**src/rtl/univ_shift_reg_n.sv**
```systemverilog
// Universal shift register with a burst sequencer.
// Holds a WIDTH-bit word that can hold, load, shift, rotate or arithmetic-shift
// by one position per clock. A start request with a shift-class mode runs that
// operation for `count` consecutive clocks, flagging busy and pulsing done.
module univ_shift_reg_n #(
    parameter int WIDTH = 8,
    parameter int CNT_W = 4
) (
    input  logic             Clk,
    input  logic             clr,
    input  logic [2:0]       mode,
    input  logic [WIDTH-1:0] D,
    input  logic             sin_r,
    input  logic             sin_l,
    input  logic             start,
    input  logic [CNT_W-1:0] count,
    output logic [WIDTH-1:0] Q,
    output logic             so_r,
    output logic             so_l,
    output logic             busy,
    output logic             done
);

    localparam logic [2:0] MODE_HOLD = 3'b000;
    localparam logic [2:0] MODE_SHR  = 3'b001;
    localparam logic [2:0] MODE_SHL  = 3'b010;
    localparam logic [2:0] MODE_LOAD = 3'b011;
    localparam logic [2:0] MODE_ROR  = 3'b100;
    localparam logic [2:0] MODE_ROL  = 3'b101;
    localparam logic [2:0] MODE_ASR  = 3'b110;

    typedef enum logic {
        IDLE  = 1'b0,
        BURST = 1'b1
    } state_t;

    state_t           state_q, state_d;
    logic [WIDTH-1:0] q_q, q_d;
    logic [2:0]       op_q, op_d;
    logic [CNT_W-1:0] rem_q, rem_d;
    logic             done_q, done_d;

    // One step of the selected operation applied to the current word.
    function automatic logic [WIDTH-1:0] step_word(
        input logic [2:0]       op,
        input logic [WIDTH-1:0] cur,
        input logic [WIDTH-1:0] load,
        input logic             s_r,
        input logic             s_l
    );
        case (op)
            MODE_SHR:  step_word = {s_r, cur[WIDTH-1:1]};
            MODE_SHL:  step_word = {cur[WIDTH-2:0], s_l};
            MODE_LOAD: step_word = load;
            MODE_ROR:  step_word = {cur[0], cur[WIDTH-1:1]};
            MODE_ROL:  step_word = {cur[WIDTH-2:0], cur[WIDTH-1]};
            MODE_ASR:  step_word = {cur[WIDTH-1], cur[WIDTH-1:1]};
            default:   step_word = cur;
        endcase
    endfunction

    // Only operations that move bits are worth repeating in a burst.
    function automatic logic is_shift_class(input logic [2:0] op);
        is_shift_class = (op == MODE_SHR) || (op == MODE_SHL) ||
                         (op == MODE_ROR) || (op == MODE_ROL) ||
                         (op == MODE_ASR);
    endfunction

    // Next-state logic: single steps in IDLE, latched operation stepping in BURST.
    always_comb begin
        state_d = state_q;
        q_d     = q_q;
        op_d    = op_q;
        rem_d   = rem_q;
        done_d  = 1'b0;

        case (state_q)
            IDLE: begin
                if (start && is_shift_class(mode)) begin
                    op_d  = mode;
                    rem_d = count;
                    if (count != '0) begin
                        state_d = BURST;
                    end else begin
                        done_d = 1'b1;
                    end
                end else begin
                    q_d = step_word(mode, q_q, D, sin_r, sin_l);
                end
            end
            BURST: begin
                q_d   = step_word(op_q, q_q, D, sin_r, sin_l);
                rem_d = rem_q - CNT_W'(1);
                if (rem_q == CNT_W'(1)) begin
                    state_d = IDLE;
                    done_d  = 1'b1;
                end
            end
            default: begin
                state_d = IDLE;
            end
        endcase
    end

    // State register; clr low clears everything at once, aborting any burst.
    always_ff @(posedge Clk or negedge clr) begin
        if (!clr) begin
            state_q <= IDLE;
            q_q     <= '0;
            op_q    <= MODE_HOLD;
            rem_q   <= '0;
            done_q  <= 1'b0;
        end else begin
            state_q <= state_d;
            q_q     <= q_d;
            op_q    <= op_d;
            rem_q   <= rem_d;
            done_q  <= done_d;
        end
    end

    // Outputs are direct views of the stored state.
    always_comb begin
        Q    = q_q;
        so_r = q_q[0];
        so_l = q_q[WIDTH-1];
        busy = (state_q == BURST);
        done = done_q;
    end

endmodule

```
**config.mk**
```make
export PLATFORM = sky130hd
export DESIGN_NAME = univ_shift_reg_n
export DESIGN_NICKNAME = d
export VERILOG_FILES = /design/src/rtl/univ_shift_reg_n.sv
export SDC_FILE = /design/constraint.sdc
export NUM_CORES = 1
export LEC_CHECK = 0
export BUFFER_PORTS_ARGS = -buffer_cell sky130_fd_sc_hd__buf_4
export CORE_MARGIN = 3
export CORE_UTILIZATION = 55
export CTS_BUF_LIST = sky130_fd_sc_hd__clkbuf_16
export DETAILED_ROUTE_END_ITERATION = 10
export GPL_TIMING_DRIVEN = 0
export PLACE_DENSITY = 0.8
export SLEW_MARGIN = 20
export SYNTH_ARGS = -nofsm -noshare
export SYNTH_HDL_FRONTEND = slang
export SYNTH_SLANG_ARGS = --single-unit
```
**constraint.sdc**
```tcl
create_clock -name Clk -period 2.3 [get_ports Clk]
set_input_delay 0.115 -clock Clk [delete_from_list [all_inputs] [get_ports Clk]]
set_output_delay 0.115 -clock Clk [all_outputs]
set_load 0.02 [all_outputs]
```
==> metrics list <==
* Kind of path behind the tightest hold check: in2reg
- The worst pin sits at a relative slew slack of 55.17%.
* Final worst-path cycle share: 83.91%
- In this run the most critical hold path is launched from count[3].
- Number of search-and-repair iterations in the first detailed-routing pass: 5
- Cell type with the highest aggregate area in the netlist: sky130_fd_sc_hd__dfrtp_1
- The count of pins over their slew limit was 0.
* Shortest clock period the worst path allows after layout: approximately 1900 ps
- Number of DRC violations after detailed routing: 0
* Initial antenna violation count: 0
- Clock transition at path regs: about 50 ps
- The library cell used most frequently in the layout, excluding fill and tap cells, is sky130_fd_sc_hd__buf_4.
- Across the VDD grid, the largest voltage drop is approximately 1.1 mV.
* Total detailed-routing wirelength: about 4600 um
* Placed cell count: about 260
* Maximum number of pins on one net before global-route repair: 18
- Endpoint type of the worst setup path: register
- Deepest level of the CTS H-tree: 1
- The repair_antennas step left the layout with diodes totalling 0.
- The clock net in this run drives a total of 17 sinks.
* Post-synth ARST share: 100.0%
* Reg2reg path depth: 5
* Die height: about 60 um
* Register-to-register path setup slack: roughly 370 ps
- Global placement routability congestion: 0.8975
- Startpoint of the worst register-to-register path: op_q[0]$_DFFE_PN0N_
- HPWL after DPL: roughly 3300 um
- Average instance area after synthesis: roughly 8.3 um^2
* Wire length of the first global-routing pass: about 7700 um
* Clock insertion delay at the later pin of the skew report: roughly 260 ps
- Across the run, the number of max-cap violations was 0.
- The via count of the first global-routing pass was 1607.
- The synthesized design devotes to its leading area cell type 26.44% of total area.
- Detailed routing inserted a total of around 1700 vias.
* Endpoint of the worst-slack reg-to-reg timing path: Q[4]$_DFFE_PN0P_
- In this run the standard cell core region covers between 2000 and 3000 um^2.
* Layout cells sized above 1: 22.61%
* Critical Setup Path Class: reg2reg
- Static timing analysis puts the maximum clock frequency at between 500 and 600 MHz.
- The worst hold path passes through 3 cells.
- Non-filler instance count after layout: 260
- The run finished with clean final reports.
- The count of nets left with antenna violations once routing finished came out at 0.
* Static leakage power: roughly 0.89 nW
* Number of enable flip-flop cells after synthesis: 0
- The die is 60.09 um wide.
- After synthesis the cells add up to 1609 um^2.
- Final global-route overflow total: 0
* Transition time of the tightest slew-check pin: 653.7 ps
- Cts bufs inserted: 3
- All-Layer GR Usage: between 20% and 30%
- Most area-consuming cells after synthesis: sky130_fd_sc_hd__dfrtp_1 26%, sky130_fd_sc_hd__mux2i_1 6.8%, sky130_fd_sc_hd__o31ai_2 5.4%
- Setup-violating endpoint count in the final report: 0
- Synthesis handed over a netlist of slightly below 200 instances.
- Endpoint arrival time on the critical path: 2060 ps
- The die covers between 3000 and 4000 um^2.
- STA classifies the critical path startpoint as a register.
- Post-CTS timing repair inserted 0 buffers for setup.
- Using the TritonRoute via totals, the vias-per-cell ratio works out to 6.554.
- The Yosys step of the flow raised 0 warnings.
* Unrepaired setup endpoints after global routing: no
* TritonCTS clock tree: built
* Primary flip-flop cell chosen by synthesis mapping: sky130_fd_sc_hd__dfrtp_1
- The count of final hold-check violations was 0.
* Rows: 18
* Synthesis-stage register bit count: 17
- On the final layout, the worst hold slack is 151.4 ps.
- In this run the cell area measured after placement is 1872 um^2.
- Leading cell types in the layout, fill and taps excluded: 33 x sky130_fd_sc_hd__buf_4, 22 x sky130_fd_sc_hd__nand2_1, 17 x sky130_fd_sc_hd__dfrtp_1, 15 x sky130_fd_sc_hd__nand3_1, 12 x sky130_fd_sc_hd__clkbuf_1
- Crit path required time: around 2400 ps
* Fraction of the yosys area taken by sequential cells: between 20% and 30%
- When the netlist entered floorplanning its net count stood at approximately 220.
- In the final timing run, aggregate negative setup slack is 0 ps.
- Wire per inst: ~18 um
- For this configuration, the core starts out at a cell density of 61.06%.
- For hold timing, the worst endpoint is rem_q[3]$_DFFE_PN0P_.
- After the first detailed-routing iteration, the DRC count stood at between 150 and 200.
- The number of different library cells used by synthesis comes to 50.
- For this design the ratio of total power to cell area is ~1400 nW/um^2.
- Relative to the synthesized area, the layout overhead comes to 21.93%.
- Io pins: 32
- In this run the clock root is driven by a sky130_fd_sc_hd__clkbuf_16.
- On the final layout, the worst clock skew is 7.701 ps.
- Buffers added on ports: 30
- In this run the worst path has a maximum fanout of 10.
- Post-layout nets: between 200 and 300
- Post-route cell area: 1962 um^2
- Maximum root-to-sink buffer count: 2
==> worst max-delay path by stage <==
stage,startpoint,to,slack [ps],cells past startpoint
2_1_floorplan,busy$_DFF_PN0_,Q[0]$_DFFE_PN0P_,600,5
6_report,op_q[0]$_DFFE_PN0N_,Q[4]$_DFFE_PN0P_,370,5
3_5_place_dp,op_q[0]$_DFFE_PN0N_,Q[4]$_DFFE_PN0P_,440,5
4_1_cts,op_q[0]$_DFFE_PN0N_,Q[4]$_DFFE_PN0P_,430,5
3_3_place_gp,op_q[0]$_DFFE_PN0N_,Q[4]$_DFFE_PN0P_,480,5
5_1_grt,op_q[2]$_DFFE_PN0N_,Q[5]$_DFFE_PN0P_,270,5
==> critical path, cell delays in order (launching register included) <==
cell	delay, ps
sky130_fd_sc_hd__dfrtp_1	420
sky130_fd_sc_hd__buf_1	390
sky130_fd_sc_hd__clkbuf_1	420
sky130_fd_sc_hd__nand2_1	100
sky130_fd_sc_hd__a311oi_1	370
sky130_fd_sc_hd__o31ai_2	100
==> power by group <==
part	leakage [nW]	switching (mW)	internal [mW]
clock	0.0409	0.130	0.233
combinational	0.641	0.933	0.759
sequential	0.203	0.238	0.456
==> synth_stat cells (2+ instances only) <==
library cell,n
sky130_fd_sc_hd__o31ai_1,3
sky130_fd_sc_hd__buf_1,2
sky130_fd_sc_hd__and3_1,2
sky130_fd_sc_hd__a211oi_1,5
sky130_fd_sc_hd__mux2_1,3
sky130_fd_sc_hd__nor2b_1,3
sky130_fd_sc_hd__o22ai_1,6
sky130_fd_sc_hd__nor2_1,2
sky130_fd_sc_hd__nand2b_1,6
sky130_fd_sc_hd__a21o_1,6
sky130_fd_sc_hd__a311oi_1,2
sky130_fd_sc_hd__nand3_1,15
sky130_fd_sc_hd__a221oi_1,6
sky130_fd_sc_hd__a21oi_1,4
sky130_fd_sc_hd__mux2i_1,11
sky130_fd_sc_hd__ha_1,2
sky130_fd_sc_hd__a2111oi_0,2
sky130_fd_sc_hd__dfrtp_1,17
sky130_fd_sc_hd__buf_6,2
sky130_fd_sc_hd__inv_1,11
sky130_fd_sc_hd__nand3b_1,8
sky130_fd_sc_hd__buf_4,3
sky130_fd_sc_hd__o21ai_0,8
sky130_fd_sc_hd__o31ai_2,7
sky130_fd_sc_hd__o221ai_1,2
sky130_fd_sc_hd__clkbuf_1,12
sky130_fd_sc_hd__nand2_1,22
==> final cells by class <==
cell class	count	area [um^2]
well taps	30	37.54
inverters	12	45.04
clock buffers	3	75.07
multi-input cells	147	1041
repair buffers	31	235.2
clock inverters	1	5.005
fillers	204	673.1
plain buffers	19	97.59
flip-flops and latches	17	425.4
==> cell families after synthesis <==
| family | Yosys count | share of synthesized area (%) |
|---|---|---|
| AND/OR/NAND/NOR | 68 | 23.33 |
| multiplexers | 14 | 8.943 |
| flip-flops | 17 | 26.44 |
| adder cells (fa/ha/maj) | 2 | 1.555 |
| AO/OA/AOI/OAI | 61 | 29.78 |
| XOR/XNOR | 2 | 1.089 |
| buffers and inverters | 31 | 8.864 |
==> registers in the layout, summed over array words and instances, names as in the netlist <==
name   flops
Q          8
rem_q      4
op_q       3
busy       1
done       1
==> per-layer routing <==
metal	up-vias	track usage, %	share of wire, %
met5	-	0	0
met2	108	45.52	46
li1	796	-	-
met1	785	38.06	42
met3	15	4.536	10
met4	0	8.544	1.8
==> metrics by stage <==
stage / util, % / power (mW) / worst slack (ps)
after floorplan: - / 1.866 / 599.2
after global placement: 71.04 / 2.292 / 476.9
after detailed placement: 71.04 / 2.343 / 441.8
after CTS: 74.45 / 2.720 / 426.3
after global routing: 74.45 / 2.938 / 273.3
final: 74.45 / 2.750 / 370.1
==> timing repair <==
action | CTS | global route
hold buffers | 1 | 0
hold endpoints to repair | 17 | 0
endpoints found under the setup margin | 0 | 0
resized for setup | 0 | 0
Note: power is estimated with default switching activity, not from simulation.
